### src/rtl/stream_arbiter.sv
// Round-robin arbiter merging NUM_SRC snoop sources onto one AXI-Stream output.
// Beats pass through a 2-entry FIFO whose head register drives the stream directly.
//
// state | meaning
// IDLE  | no owner; next valid source is chosen round-robin starting at rr_ptr
// GRANT | gnt owns the stream until its src_valid and src_in_progress are both low
module stream_arbiter #(
    parameter int          DATA_WIDTH      = 128,
    parameter int          NUM_SRC         = 5,
    parameter int          IDX_WIDTH       = 3,
    // Reset value of beat_count; nonzero only to exercise saturation.
    parameter logic [31:0] BEAT_COUNT_INIT = 32'h0000_0000
) (
    input  logic                          clk,
    input  logic                          reset,
    input  logic [NUM_SRC-1:0]            src_valid,
    input  logic [NUM_SRC-1:0]            src_in_progress,
    input  logic [NUM_SRC*DATA_WIDTH-1:0] src_data,
    output logic [NUM_SRC-1:0]            src_ready,
    output logic [DATA_WIDTH-1:0]         m_axis_tdata,
    output logic [IDX_WIDTH-1:0]          m_axis_tuser,
    output logic                          m_axis_tvalid,
    input  logic                          m_axis_tready,
    output logic [31:0]                   beat_count
);

    localparam logic [0:0] IDLE  = 1'b0;
    localparam logic [0:0] GRANT = 1'b1;

    localparam int ENTRY_W = IDX_WIDTH + DATA_WIDTH;

    logic [0:0]            state;
    logic [IDX_WIDTH-1:0]  gnt;
    logic [IDX_WIDTH-1:0]  rr_ptr;
    logic [IDX_WIDTH-1:0]  next_gnt;
    logic [IDX_WIDTH-1:0]  ptr_after_gnt;
    logic                  any_valid;

    logic                  gnt_valid;
    logic                  gnt_in_progress;
    logic [DATA_WIDTH-1:0] gnt_data;

    logic [ENTRY_W-1:0]    fifo_head;
    logic [ENTRY_W-1:0]    fifo_tail;
    logic [ENTRY_W-1:0]    push_entry;
    logic [1:0]            fifo_count;
    logic                  push;
    logic                  pop;

    logic [31:0]           beat_count_q;

    // Lowest rotation offset from rr_ptr wins: scanning offsets downward lets it assign last.
    always_comb begin
        next_gnt  = '0;
        any_valid = 1'b0;
        for (int k = NUM_SRC - 1; k >= 0; k--) begin
            for (int i = 0; i < NUM_SRC; i++) begin
                if (((int'(rr_ptr) + k) % NUM_SRC) == i && src_valid[i]) begin
                    next_gnt  = IDX_WIDTH'(i);
                    any_valid = 1'b1;
                end
            end
        end
    end

    always_comb begin
        gnt_valid       = 1'b0;
        gnt_in_progress = 1'b0;
        gnt_data        = '0;
        for (int i = 0; i < NUM_SRC; i++) begin
            if (gnt == IDX_WIDTH'(i)) begin
                gnt_valid       = src_valid[i];
                gnt_in_progress = src_in_progress[i];
                gnt_data        = src_data[i*DATA_WIDTH +: DATA_WIDTH];
            end
        end
    end

    always_comb begin
        src_ready = '0;
        for (int i = 0; i < NUM_SRC; i++) begin
            src_ready[i] = (state == GRANT) && (gnt == IDX_WIDTH'(i)) && (fifo_count < 2'd2);
        end
    end

    assign ptr_after_gnt = (gnt == IDX_WIDTH'(NUM_SRC - 1)) ? '0 : gnt + IDX_WIDTH'(1);

    always_ff @(posedge clk or posedge reset) begin
        if (reset) begin
            state  <= IDLE;
            gnt    <= '0;
            rr_ptr <= '0;
        end else begin
            case (state)
                IDLE: begin
                    if (any_valid) begin
                        gnt   <= next_gnt;
                        state <= GRANT;
                    end
                end
                GRANT: begin
                    if (!gnt_valid && !gnt_in_progress) begin
                        state  <= IDLE;
                        rr_ptr <= ptr_after_gnt;
                    end
                end
                default: state <= IDLE;
            endcase
        end
    end

    // src_ready is only raised below two entries, so a push never meets a full FIFO.
    assign push       = |(src_ready & src_valid);
    assign pop        = m_axis_tvalid && m_axis_tready;
    assign push_entry = {gnt, gnt_data};

    always_ff @(posedge clk or posedge reset) begin
        if (reset) begin
            fifo_head  <= '0;
            fifo_tail  <= '0;
            fifo_count <= 2'd0;
        end else begin
            case ({push, pop})
                2'b10: begin
                    if (fifo_count == 2'd0) begin
                        fifo_head <= push_entry;
                    end else begin
                        fifo_tail <= push_entry;
                    end
                    fifo_count <= fifo_count + 2'd1;
                end
                2'b01: begin
                    fifo_head  <= fifo_tail;
                    fifo_count <= fifo_count - 2'd1;
                end
                2'b11: begin
                    if (fifo_count == 2'd1) begin
                        fifo_head <= push_entry;
                    end else begin
                        fifo_head <= fifo_tail;
                        fifo_tail <= push_entry;
                    end
                end
                default: ;
            endcase
        end
    end

    assign m_axis_tvalid                 = (fifo_count != 2'd0);
    assign {m_axis_tuser, m_axis_tdata}  = fifo_head;

    always_ff @(posedge clk or posedge reset) begin
        if (reset) begin
            beat_count_q <= BEAT_COUNT_INIT;
        end else if (pop && (beat_count_q != 32'hFFFF_FFFF)) begin
            beat_count_q <= beat_count_q + 32'd1;
        end
    end

    assign beat_count = beat_count_q;

endmodule

### config.mk
export PLATFORM = sky130hd
export DESIGN_NAME = stream_arbiter
export DESIGN_NICKNAME = d
export VERILOG_FILES = /design/src/rtl/stream_arbiter.sv
export SDC_FILE = /design/constraint.sdc
export NUM_CORES = 1
export LEC_CHECK = 0
export ABC_AREA = 1
export CAP_MARGIN = 15
export CORE_AREA = 2 2 324 326
export CTS_CLUSTER_SIZE = 8
export DETAILED_ROUTE_END_ITERATION = 10
export DIE_AREA = 0 0 326 328
export GPL_ROUTABILITY_DRIVEN = 0
export PLACE_DENSITY = 0.53
export RECOVER_POWER = 50
export REMOVE_ABC_BUFFERS = 1
export SLEW_MARGIN = 10
export SYNTH_ARGS = -nofsm -noshare
export SYNTH_HDL_FRONTEND = slang
export SYNTH_SLANG_ARGS = --single-unit
### constraint.sdc
create_clock -name clk -period 10.82 [get_ports clk]
set_input_delay 1.623 -clock clk [delete_from_list [all_inputs] [get_ports clk]]
set_output_delay 1.623 -clock clk [all_outputs]
set_load 0.005 [all_outputs]
==> results of run 1 <==
[power groups by stage]
stage	clock [µW]	combinational, µW	sequential [µW]
after floorplan	0	3390	1920
after global placement	0	5300	1940
after detailed placement	0	5350	1940
after CTS	1330	5370	1940
after global routing	1370	5890	1990
final	1270	5190	1930
[routing by layer]
layer  routed length [µm]  part of all wire (%)  up-vias  GRT usage [%]
li1                     -                     -    10700              -
met4                 2290                   2.4       14           4.26
met5                  106                  0.11        -              0
met3                 6500                   6.9      121           4.32
met1                39800                    42    10300           20.9
met2                45300                    48      734           28.7
[final cells by class]
class                   count  area [µm²]
fillers                 11100       72800
multi-input cells        1873       10100
repair buffers            854        8480
flip-flops and latches    303        7580
well taps                1380        1730
inverters                 341        1290
clock buffers              48        1130
clock inverters             4        75.1
diodes                      3        7.51
[worst register-to-register path, delay by kind of cell (launching register included)]
family | cells | cell delay [ns]
AO/OA/AOI/OAI | 3 | 0.52
adder cells (fa/ha/maj) | 2 | 0.86
buffers and inverters | 5 | 2.08
flip-flops | 1 | 0.45
AND/OR/NAND/NOR | 3 | 0.53
[synth_stat cells, drive strengths merged]
library cell  count
a21boi            3
o22ai             5
nand3b            3
a21o              1
a21oi            12
xor2             26
o32ai             1
a41oi             1
clkinv            2
nor4              4
o31ai             2
mux2              3
o21a              1
a221oi            1
nor3             16
a22o              1
o21ai           411
o211ai          132
dfrtp           303
xnor2            13
clkbuf          189
inv             339
a31oi             2
and2              3
o221ai          128
buf              26
nand3           433
o2111ai           1
nand4            17
or2               2
nand2           557
ha               32
nor2             62
[final timing paths]
path                               from             end  cells after the start
max                               reset   fifo_head[15]                      3
min                        fifo_tail[5]    fifo_tail[5]                      2
max reg2reg                      gnt[2]  fifo_tail[110]                     13
min reg2reg                fifo_tail[5]    fifo_tail[5]                      2
max in group clk                 gnt[2]    src_ready[3]                      5
min in group asynchronous         reset  fifo_tail[107]                      2
[registers in the layout, summed over array words and instances, names as in the netlist]
name        count
state           1
fifo_head     131
rr_ptr          3
gnt             3
fifo_tail     131
fifo_count      2
beat_count     32
[through the flow]
stage	utilization, %	instances	setup TNS [ns]	setup WS, ns	instance area (µm²)
finish	29.5	4806	0	5.06	30400
global route	29.5	4804	0	4.22	30400
CTS	29.5	4803	0	5.82	30400
detailed placement	28.3	4751	0	5.59	29200
global placement	28.3	4751	0	5.63	29200
floorplan	-	2517	-1095.24	-4.39	18900
[logic make-up (layout without fill, tap and decap cells)]
group                      after synthesis  in the layout
and+or+nand+nor                       1097           1097
buffers and inverters                  556           1247
adders and majority gates               32             32
xor gates and xnor gates                39             39
muxes                                    3              3
other                                    0              3
AOI/OAI and AO/OA                      702            702
DFF                                    303            303
==> results by stage, run 1 <==
Power and ir drop:
- The proportion of power drawn by combinational gates is 61.9%.
- The total power per unit cell area is 276 nW/µm².
- The design draws 8390 µW.
- The clock network power share is 15.1%.
- The leakage power is 0.0129 µW.
- The internal power consumption is 4300 µW.
- The power spent charging and discharging nets is 4090 µW.
- Net switching is 48.8% of the power.
- The worst-case vdd ir drop is 0.107 mV.
- Of the total power, registers draw 23.0%.

STA:
- The slew at the pin closest to its max-slew limit is 5.40 ns.
- The number of setup violations in the final report is 0.
- The final-report max-slew violation count was 113.
- The worst path needs 5.76 ns of the cycle, external delays included.
- The achievable frequency is 0.173 GHz.
- Setup repair after global routing left no endpoint under its margin.
- The remaining max-slew budget at the tightest pin is -262%.
- Hold timing on the final database bottoms out at a slack of 0.479 ns.
- The worst path uses 53.3% of the clock period.
- The final hold violation count was 0.
- For the final database, setup skew stands at 0.0182 ns.

Status:
- The run finished, with violations left.
- The checks that failed: capacitance limit, slew limit.

Clocking:
- TritonCTS built the clock tree.
- The number of clock buffers added by TritonCTS is 44.
- The number of sinks handled by clock tree synthesis is 303.
- The quantity of hold-fixing buffers added after cts is 0.
- The H-tree was split into 2 levels.
- Gates resized during post-CTS repair numbered 0.
- The clock-pin slew reported for the worst setup and hold paths after clock tree synthesis is 0.05 ns.
- The post-CTS repair timing setup buffer count is 0.
- Clock latency on the worst-skew pair, taken at its later pin, is 0.57 ns.
- CTS placed an instance of sky130_fd_sc_hd__clkbuf_16 at the clock tree root.
- The clock passes through at most 3 buffers.

Yosys:
- The netlist area before placement is 19700 µm².
- After synthesis, the cell types taking the most area are sky130_fd_sc_hd__dfrtp_1 38%, sky130_fd_sc_hd__nand3_1 11%, sky130_fd_sc_hd__nand2_1 10%, sky130_fd_sc_hd__o21ai_0 10%, sky130_fd_sc_hd__inv_1 6.3%.
- The average cell area after synthesis is 7.23 µm².
- Synthesis instantiated 49 different standard cells from the library.
- The synthesized netlist devotes 2.03% of its cell area to adder and majority cells.
- After synthesis the netlist holds a flip-flop and latch count of 303.
- The biggest area contributor in the post-synthesis netlist is sky130_fd_sc_hd__dfrtp_1.
- The dominant combinational cell family by area after synthesis is simple AND/OR/NAND/NOR gates.
- The share of the Yosys chip area taken by registers is 38.4%.
- Of the post-synthesis cell area, the dominant cell type holds 38.4%.
- Synthesis produced a netlist whose cell count is 2732.
- The share of synthesized area spent on multiplexers is 0.171%.
- The Yosys step of the flow raised 0 warnings.
- The compound-cell area share of the yosys netlist is 22.2%.
- The post-synthesis xor/xnor area fraction is 1.81%.
- The simple-gate area share of the yosys netlist is 24.7%.

Setup path:
- For this run, the slowest stage of the critical path takes 2.97 ns.
- For flop-to-flop paths, the worst setup slack is 6.21 ns.
- At the worst endpoint, the required time is 11.41 ns.
- In this run the worst path has a maximum fanout of 112.
- The arrival time at the worst endpoint is 6.36 ns.
- STA classifies the critical path endpoint as an asynchronous set/reset pin.
- The largest individual stage delay along the critical path comes from the cell sky130_fd_sc_hd__clkinvlp_2.
- The signal on the critical path passes through dlygate4sd3_1 > clkinvlp_2 > buf_4.
- The kind of critical path is in2async.
- The kind of cell with the highest combined delay on the critical path is buffers and inverters.
- STA classifies the critical path startpoint as an input pin.
- The number of buffers and inverters on the critical path is 3.

Drt:
- The routed design has 94000 µm of wire.
- The number of DRC markers in iteration 0 is 1370.
- The via-per-instance ratio is 4.55.
- The DRC violation count after routing is 0.
- The number of iterations in the first detailed-routing pass is 5.
- Across all layers, the routed design uses 21900 vias.
- The detail route stage leaves a number of antenna-violating nets equal to 0.
- The routed length per instance is 19.6 µm.

Placed design:
- Detailed placement ended at an HPWL of 71200 µm.
- The number of input and output port buffers inserted is 821.

Global route:
- After global routing the overflow that remains totals 0.
- The first-pass GRT wire length is 137000 µm.
- The number of antenna violations at the first check in global routing is 24.
- Global routing used 16.8% of the available tracks.
- The largest net degree at the start of global routing is 136.
- The number of global-route vias before repair is 21100.

Run:
- The max-cap check violation count is 1.

Cells and area:
- The top cell types in the final layout, fill and taps aside, are 690 x sky130_fd_sc_hd__clkdlybuf4s50_1, 538 x sky130_fd_sc_hd__nand2_1, 431 x sky130_fd_sc_hd__nand3_1.
- The ratio of cells with drive above 1 in the final layout is 3.97%.
- The area growth from synthesis to layout is 54.0%.
- The net count of the finished layout is 4102.
- The commonest non-fill, non-tap cell in the layout is sky130_fd_sc_hd__clkdlybuf4s50_1.

Floorplanning:
- The die covers 107000 µm².
- The number of core rows is 118.
- The number of top-level pins is 822.
- The die height is 328 µm.
- The core region is 103000 µm².
- Once the floorplan was initialized, standard cells occupied 19.1% of the core.
- The die is 326 µm wide.

Hold path:
- The worst hold-check path type is reg2reg.
(Power assumes the default switching activity.)
==> run 2: changes to the inputs <==
==> constraint.sdc (replaced) <==
create_clock -name clk -period 5.75 [get_ports clk]
set_input_delay 0.8625 -clock clk [delete_from_list [all_inputs] [get_ports clk]]
set_output_delay 0.8625 -clock clk [all_outputs]
set_load 0.005 [all_outputs]
==> run 2 against run 1 <==
The run still ends with capacitance limit, slew limit left. Worst setup slack worse by 3.4 ns. Hold slack hardly changed. Critical path depth is 28 higher. Sequential share of layout area down 0.18 points. Total power grew 91%. Die area stayed put. Cell area rose by 0.74%. Non-clock buffer count fell by 7. Register-to-register slack worse by 4.5 ns. Critical path type is now reg2reg. Highest routed layer unchanged.
==> results by stage, run 2 (synthesis gave the netlist of run 1 again) <==
Status:
- Status: complete, but fails checks (unchanged).
- Failing checks: capacitance limit, slew limit (unchanged).

Global route:
- The met3 track demand over resource is 3.88% (was 4.32%).
- The most congested layer reported by global routing is met2 (unchanged).
- The overflow left after global routing is 0 (unchanged).
- The largest net degree at the start of global routing is 142 (was 136).
- The total track usage was 16.9% (was 16.8%).
- The met2 capacity usage during global routing is 29.4% (was 28.7%).
- The first-pass GRT wire length is 138000 µm (was 137000 µm).
- The met1 track demand over resource in global routing is 20.9% (about the same).
- The number of antenna violations at the first check in global routing is 26 (was 24).
- The number of global-route vias before repair came to 21400 (was 21100).

STA:
- The final-report max-slew violation count came to 118 (was 113).
- Setup repair after global routing missed its margin: no (unchanged).
- The number of setup violations in the final report came to 0 (unchanged).
- The achievable frequency is 0.246 GHz.
- The remaining max-slew budget at the tightest pin is -88.1% (was -262%).
- The minimum setup slack in the final design was 1.68 ns (was 5.06 ns).
- The clock tree skew after final layout is 0.0189 ns (was 0.0182 ns).
- The final critical path takes up 70.8% of the cycle.
- The slew at the pin closest to its max-slew limit is 2.82 ns (was 5.40 ns).
- The final hold violation count was 0 (unchanged).
- For the finished layout, the period the worst path requires is 4.07 ns.

Setup path:
- The critical path's most frequent cell is sky130_fd_sc_hd__nand2_1.
- The capturing element type of the critical path is a register (was asynchronous set/reset pin).
- The worst-path cell with the longest stage delay is sky130_fd_sc_hd__dfrtp_1 (was sky130_fd_sc_hd__clkinvlp_2).
- The largest fanout of any net on the critical path is 12 (was 112).
- The arrival time at the worst endpoint is 4.54 ns (was 6.36 ns).
- The kind of critical path is reg2reg (was in2async).
- The nature of the critical path startpoint is a register (was input pin).
- The data required time at the worst endpoint is 6.22 ns (was 11.41 ns).
- The longest individual stage delay on the worst path came to 0.55 ns (was 2.97 ns).

Power and ir drop:
- The proportion of power drawn by combinational gates is 61.8% (was 61.9%).
- The overall power of the completed layout is 16000 µW (was 8390 µW).
- The total power per unit cell area was 523 nW/µm² (was 276 nW/µm²).
- The switching power share of the total is 48.3% (was 48.8%).
- The leakage power is 0.0130 µW (was 0.0129 µW).
- The clock network power share is 15.6% (was 15.1%).
- The internal power consumption is 8280 µW (was 4300 µW).
- The worst-case vdd ir drop was 0.381 mV (was 0.107 mV).
- The share of power burned in registers is 22.6% (was 23.0%).
- The power spent charging and discharging nets is 7750 µW (was 4090 µW).

Drt:
- The via-per-instance ratio is 4.54 (was 4.55).
- The number of iterations in the first detailed-routing pass came to 5 (unchanged).
- The overall routed net length was 94400 µm (was 94000 µm).
- The antenna violation net count after detailed routing came to 0 (unchanged).
- The DRC violation count after routing was 0 (unchanged).
- The number of DRC markers in iteration 0 is 1268 (was 1370).
- The routed length per instance is 19.6 µm (about the same).
- The vias after detailed routing is 21800 (was 21900).

Cells and area:
- The ratio of cells with drive above 1 in the final layout is 3.92% (was 3.97%).
- The net count reported at finish is 4096 (was 4102).
- The post-route standard cell area excluding fillers is 30600 µm² (was 30400 µm²).
- The post-synthesis to final-layout area growth came to 55.2% (was 54.0%).
- The final-layout fill cell count is 11100 (about the same).
- Commonest cells after routing, fill and taps aside: 737 x sky130_fd_sc_hd__clkdlybuf4s50_1, 538 x sky130_fd_sc_hd__nand2_1, 431 x sky130_fd_sc_hd__nand3_1 (was 690 x sky130_fd_sc_hd__clkdlybuf4s50_1, 538 x sky130_fd_sc_hd__nand2_1, 431 x sky130_fd_sc_hd__nand3_1).
- The commonest non-fill, non-tap cell in the layout was sky130_fd_sc_hd__clkdlybuf4s50_1 (unchanged).

Clocking:
- The quantity of hold-fixing buffers added after cts was 0 (unchanged).
- The CTS buffer count is 45 (was 44).
- The post-CTS repair timing setup buffer count was 0 (unchanged).
- The clock-pin slew reported for the worst setup and hold paths after clock tree synthesis is 0.05 ns (about the same).
- The source-to-sink clock delay at the later pin of the worst-skew pair came to 0.59 ns (was 0.57 ns).
- The cell at the root of the clock tree was sky130_fd_sc_hd__clkbuf_16 (unchanged).
- The H-tree depth reported by CTS was 2 (unchanged).
- The number of sinks handled by clock tree synthesis came to 303 (unchanged).
- The count of cells resized by post-cts repair is 0 (unchanged).
- The clock tree from TritonCTS is yes (unchanged).
- The number of buffers on the longest clock path is 3 (unchanged).

Run:
- The max-cap check violation count is 1 (unchanged).

Floorplanning:
- The number of top-level pins is 822 (unchanged).
- The die area is 107000 µm² (unchanged).
- The initial standard-cell utilization of the core is 19.1% (unchanged).
- The die height was 328 µm (unchanged).
- The number of core rows came to 118 (unchanged).
- The placeable core area is 103000 µm² (unchanged).
- The width of the chip was 326 µm (unchanged).

Placed design:
- The detailed placement HPWL came to 70600 µm (was 71200 µm).
- The placement-stage cell area is 29300 µm² (was 29200 µm²).
- The placement-stage worst setup slack was 1.71 ns (was 5.59 ns).
- The number of input and output port buffers inserted came to 821 (unchanged).

Hold path:
- The worst hold-check path type is reg2reg (unchanged).
run 2: changes by cell type in the layout (fill, tap and decap cells not counted), sizes merged:
cell           change
clkinv             +2
buf                -7
clkdlybuf4s50     +47
clkbuf             +4
inv                -1
dlygate4sd3       -47
diode              +5
run 2: layout make-up:
class	instances	area, µm²	area share [%]
clock inverter	5	101	0.331
timing repair buffer	847	8600	28.1
multi-input combinational	1873	10100	33.1
clock buffer	52	1180	3.86
tap	1380	1730	5.64
antenna	8	20.0	0.0653
sequential	303	7580	24.7
inverter	341	1290	4.22
run 2: per-layer routing:
metal | routed length (µm) | vias up
met5 | 36 | -
met4 | 2180 | 6
met3 | 7240 | 125
met2 | 46000 | 744
met1 | 39000 | 10200
li1 | - | 10700
run 2: path summary, 6_finish.rpt:
path / from / endpoint / slack (ns) / depth (start not counted)
max: rr_ptr[1] / gnt[0] / 1.68 / 31
max in group asynchronous: reset / fifo_tail[94] / 2.56 / 3
min: fifo_tail[101] / fifo_tail[101] / 0.48 / 2
min in group asynchronous: reset / fifo_head[37] / 1.63 / 2
min reg2reg: fifo_tail[101] / fifo_tail[101] / 0.48 / 2
max reg2reg: rr_ptr[1] / gnt[0] / 1.68 / 31
run 2: critical path: cells and delay by family (launching register included):
kind / cells / cell delay [ns]
compound gates: 1 / 0.19
fa+ha+maj: 3 / 0.74
buf+inv: 4 / 0.59
flops: 1 / 0.55
simple gates: 23 / 1.89
run 2: power by group through the flow:
stage,sequential (µW),combinational (µW),clock [µW]
global placement,3630,10000,0
finish,3620,9910,2510
CTS,3630,10200,2600
detailed placement,3650,10100,0
floorplan,3620,6370,0
global route,3740,11200,2680
run 2: stage by stage:
stage                     hold WS, ns  utilization, %  std cells   TNS, ns
after CTS                       0.485            29.7       4801         0
after detailed placement        0.473            28.4       4744         0
final                           0.479            29.7       4809         0
after global routing            0.498            29.7       4802         0
after global placement          0.465            28.4       4744         0
after floorplan                 0.453               -       2517  -3493.12
==> run 3: changes to the inputs <==
--- a/config.mk
+++ b/config.mk
@@ -7,12 +7,12 @@
 export LEC_CHECK = 0
 export ABC_AREA = 1
 export CAP_MARGIN = 15
-export CORE_AREA = 2 2 324 326
+export CORE_AREA = 2 2 320 322
 export CTS_CLUSTER_SIZE = 8
 export DETAILED_ROUTE_END_ITERATION = 10
-export DIE_AREA = 0 0 326 328
+export DIE_AREA = 0 0 322 324
 export GPL_ROUTABILITY_DRIVEN = 0
-export PLACE_DENSITY = 0.53
+export PLACE_DENSITY = 0.55
 export RECOVER_POWER = 50
 export REMOVE_ABC_BUFFERS = 1
 export SLEW_MARGIN = 10
==> constraint.sdc (replaced) <==
create_clock -name clk -period 3.7 [get_ports clk]
set_input_delay 0.555 -clock clk [delete_from_list [all_inputs] [get_ports clk]]
set_output_delay 0.555 -clock clk [all_outputs]
set_load 0.005 [all_outputs]
==> run 3 against run 2 <==
The run still ends with capacitance limit, slew limit left. Register-to-register slack got worse by 1.4 ns. Non-clock buffer count up 78. Via count increased by 1.3%. Sequential share of layout area is 0.51 points lower. Critical path type unchanged.
==> results by stage, run 3 (synthesis gave the netlist of run 1 again) <==
Status:
- Status: complete, but fails checks (unchanged).
- Failing checks: capacitance limit, slew limit (unchanged).

Drt:
- The routed length per instance is 19.7 µm (was 19.6 µm).
- The routed length on met1 is 38700 µm (was 39000 µm).
- The met3 wirelength from detailed routing was 7820 µm (was 7240 µm).
- The via-per-instance ratio is 4.59 (was 4.54).
- The number of DRC markers in iteration 0 is 1256 (was 1268).
- The number of iterations in the first detailed-routing pass is 5 (unchanged).
- The vias after detailed routing is 22100 (was 21800).
- The highest metal layer with signal wires is met5 (unchanged).
- The overall routed net length is 94800 µm (was 94400 µm).
- The antenna violation net count after detailed routing is 0 (unchanged).
- The wire length on met2 was 44600 µm (was 46000 µm).
- The DRC violation count after routing was 0 (unchanged).

Cells and area:
- The commonest non-fill, non-tap cell in the layout is sky130_fd_sc_hd__clkdlybuf4s50_1 (unchanged).
- The ratio of cells with drive above 1 in the final layout is 6.55% (was 3.92%).
- The core utilization of the finished layout is 31.0% (was 29.7%).
- The net count reported at finish is 4174 (was 4096).
- The post-synthesis to final-layout area growth is 58.5% (was 55.2%).
- Commonest cells after routing, fill and taps aside: 736 x sky130_fd_sc_hd__clkdlybuf4s50_1, 533 x sky130_fd_sc_hd__nand2_1, 431 x sky130_fd_sc_hd__nand3_1 (was 737 x sky130_fd_sc_hd__clkdlybuf4s50_1, 538 x sky130_fd_sc_hd__nand2_1, 431 x sky130_fd_sc_hd__nand3_1).

STA:
- The final-report max-slew violation count is 75 (was 118).
- The final critical path time including I/O delays and setup is 3.40 ns (was 4.07 ns).
- The final hold violation count is 0 (unchanged).
- The number of setup violations in the final report is 0 (unchanged).
- The remaining max-slew budget at the tightest pin was -23.5% (was -88.1%).
- The achievable frequency is 0.294 GHz (was 0.246 GHz).
- The clock tree skew after final layout came to 0.0170 ns (was 0.0189 ns).
- The final period utilization is 92.0% (was 70.8%).
- The slew at the pin closest to its max-slew limit was 1.85 ns (was 2.82 ns).
- The total negative setup slack was 0 ns (unchanged).

Setup path:
- The worst setup path startpoint is rr_ptr[0] (was rr_ptr[1]).
- The arrival time at the worst endpoint is 3.84 ns (was 4.54 ns).
- The longest individual stage delay on the worst path is 0.41 ns (was 0.55 ns).
- The largest fanout of any net on the critical path is 6 (was 12).
- The critical path's most frequent cell is sky130_fd_sc_hd__nand2_1 (unchanged).
- The data required time at the worst endpoint is 4.14 ns (was 6.22 ns).
- The kind of critical path is reg2reg (unchanged).
- The capturing element type of the critical path is a register (unchanged).
- The nature of the critical path startpoint is a register (unchanged).
- The worst-path cell with the longest stage delay was sky130_fd_sc_hd__dfrtp_1 (unchanged).
- The launch point of the worst reg-to-reg path is rr_ptr[0] (was rr_ptr[1]).

Global route:
- The number of antenna violations at the first check in global routing is 21 (was 26).
- The first-pass GRT wire length came to 135000 µm (was 138000 µm).
- The number of global-route vias before repair was 21200 (was 21400).
- The total track usage is 17.1% (was 16.9%).
- The largest net degree at the start of global routing came to 129 (was 142).
- The overflow left after global routing is 0 (unchanged).

Floorplanning:
- The number of top-level pins was 822 (unchanged).
- The placeable core area came to 101000 µm² (was 103000 µm²).
- The die height was 324 µm (was 328 µm).
- The die area is 104000 µm² (was 107000 µm²).
- The number of core rows was 117 (was 118).
- The width of the chip is 322 µm (was 326 µm).
- The initial standard-cell utilization of the core came to 19.5% (was 19.1%).

Clocking:
- The cell at the root of the clock tree is sky130_fd_sc_hd__clkbuf_16 (unchanged).
- The source-to-sink clock delay at the later pin of the worst-skew pair was 0.56 ns (was 0.59 ns).
- The H-tree depth reported by CTS is 2 (unchanged).
- The quantity of hold-fixing buffers added after cts was 0 (unchanged).
- The CTS buffer count was 45 (unchanged).
- The number of buffers on the longest clock path came to 3 (unchanged).
- The number of sinks handled by clock tree synthesis is 303 (unchanged).
- The clock-pin slew reported for the worst setup and hold paths after clock tree synthesis was 0.05 ns (about the same).
- The clock tree from TritonCTS is yes (unchanged).

Hold path:
- The worst hold-check path type is reg2reg (unchanged).
- The startpoint of the lowest-slack hold path was fifo_tail[90] (was fifo_tail[101]).

Placed design:
- The detailed placement HPWL is 72900 µm (was 70600 µm).
- The number of input and output port buffers inserted came to 821 (unchanged).

Power and ir drop:
- The leakage power came to 0.0134 µW (was 0.0130 µW).
- The total power per unit cell area is 824 nW/µm² (was 523 nW/µm²).
- The worst-case vdd ir drop is 0.403 mV (was 0.381 mV).

Run:
- The max-cap check violation count is 1 (unchanged).
[run 3: cell count changes in the layout (fill, tap and decap cells not counted), moves of 3 or more]
cell and delta:
sky130_fd_sc_hd__ha_2 +4, sky130_fd_sc_hd__nand2_1 -5, sky130_fd_sc_hd__inv_2 +3, sky130_fd_sc_hd__buf_12 +11
sky130_fd_sc_hd__clkbuf_1 +4, sky130_fd_sc_hd__nor2_1 -3, sky130_fd_sc_hd__ha_1 -5, sky130_fd_sc_hd__buf_4 +58
sky130_fd_sc_hd__nand2_2 +5
[run 3: layout make-up]
type / count / area, µm²
Inverter: 341 / 1290
Clock inverter: 4 / 31.3
Fill cell: 10800 / 69700
Clock buffer: 51 / 1200
Antenna cell: 8 / 20.0
Sequential cell: 303 / 7580
Multi-Input combinational cell: 1873 / 10200
Timing Repair Buffer: 925 / 9300
Tap cell: 1309 / 1640
[run 3: power by group]
| group | internal [µW] | switching [µW] | leakage [µW] |
|---|---|---|---|
| registers | 4820 | 789 | 0.00373 |
| logic | 6390 | 10000 | 0.00904 |
| clock network | 2250 | 1520 | 0.000609 |
[run 3: worst paths after layout]
check,end,slack (ns),cells past startpoint
worst max-delay path,gnt[0],0.30,28
worst min-delay path,fifo_tail[90],0.48,2
worst max register to register,gnt[0],0.30,28
max in group asynchronous,fifo_head[22],0.58,3
worst min register to register,fifo_tail[90],0.48,2
min in group asynchronous,fifo_tail[16],1.03,2
[run 3: layer usage]
metal  GRT usage, %  up-vias
met5              0        -
met4           6.81       10
met3           4.73      157
met2           28.6      797
met1           20.7    10300
li1               -    10900
[run 3: worst max-delay path: cells and delay by family (launching register included)]
kind / cells / cell delay [ns]
and+or+nand+nor: 20 / 1.65
DFF: 1 / 0.41
AOI/OAI and AO/OA: 3 / 0.38
buffers and inverters: 2 / 0.21
xor gates and xnor gates: 1 / 0.19
adders and majority gates: 2 / 0.46
[run 3: repair_timing]
action                     CTS  global route
resized for setup            0            31
buffers inserted             0             7
setup endpoints to repair    0            11
[run 3: metrics by stage]
stage               setup slack [ns]  std cells  cell area [µm²]  hold slack, ns  total power [µW]
CTS                            0.157       4799            31100           0.486             26100
detailed placement             0.182       4744            29900           0.473             22100
global route                 -0.0223       4811            31300           0.500             28200
finish                         0.296       4814            31300           0.481             25800
floorplan                     -11.51       2517            18900           0.453             15000
global placement               0.212       4744            29900           0.465             21900
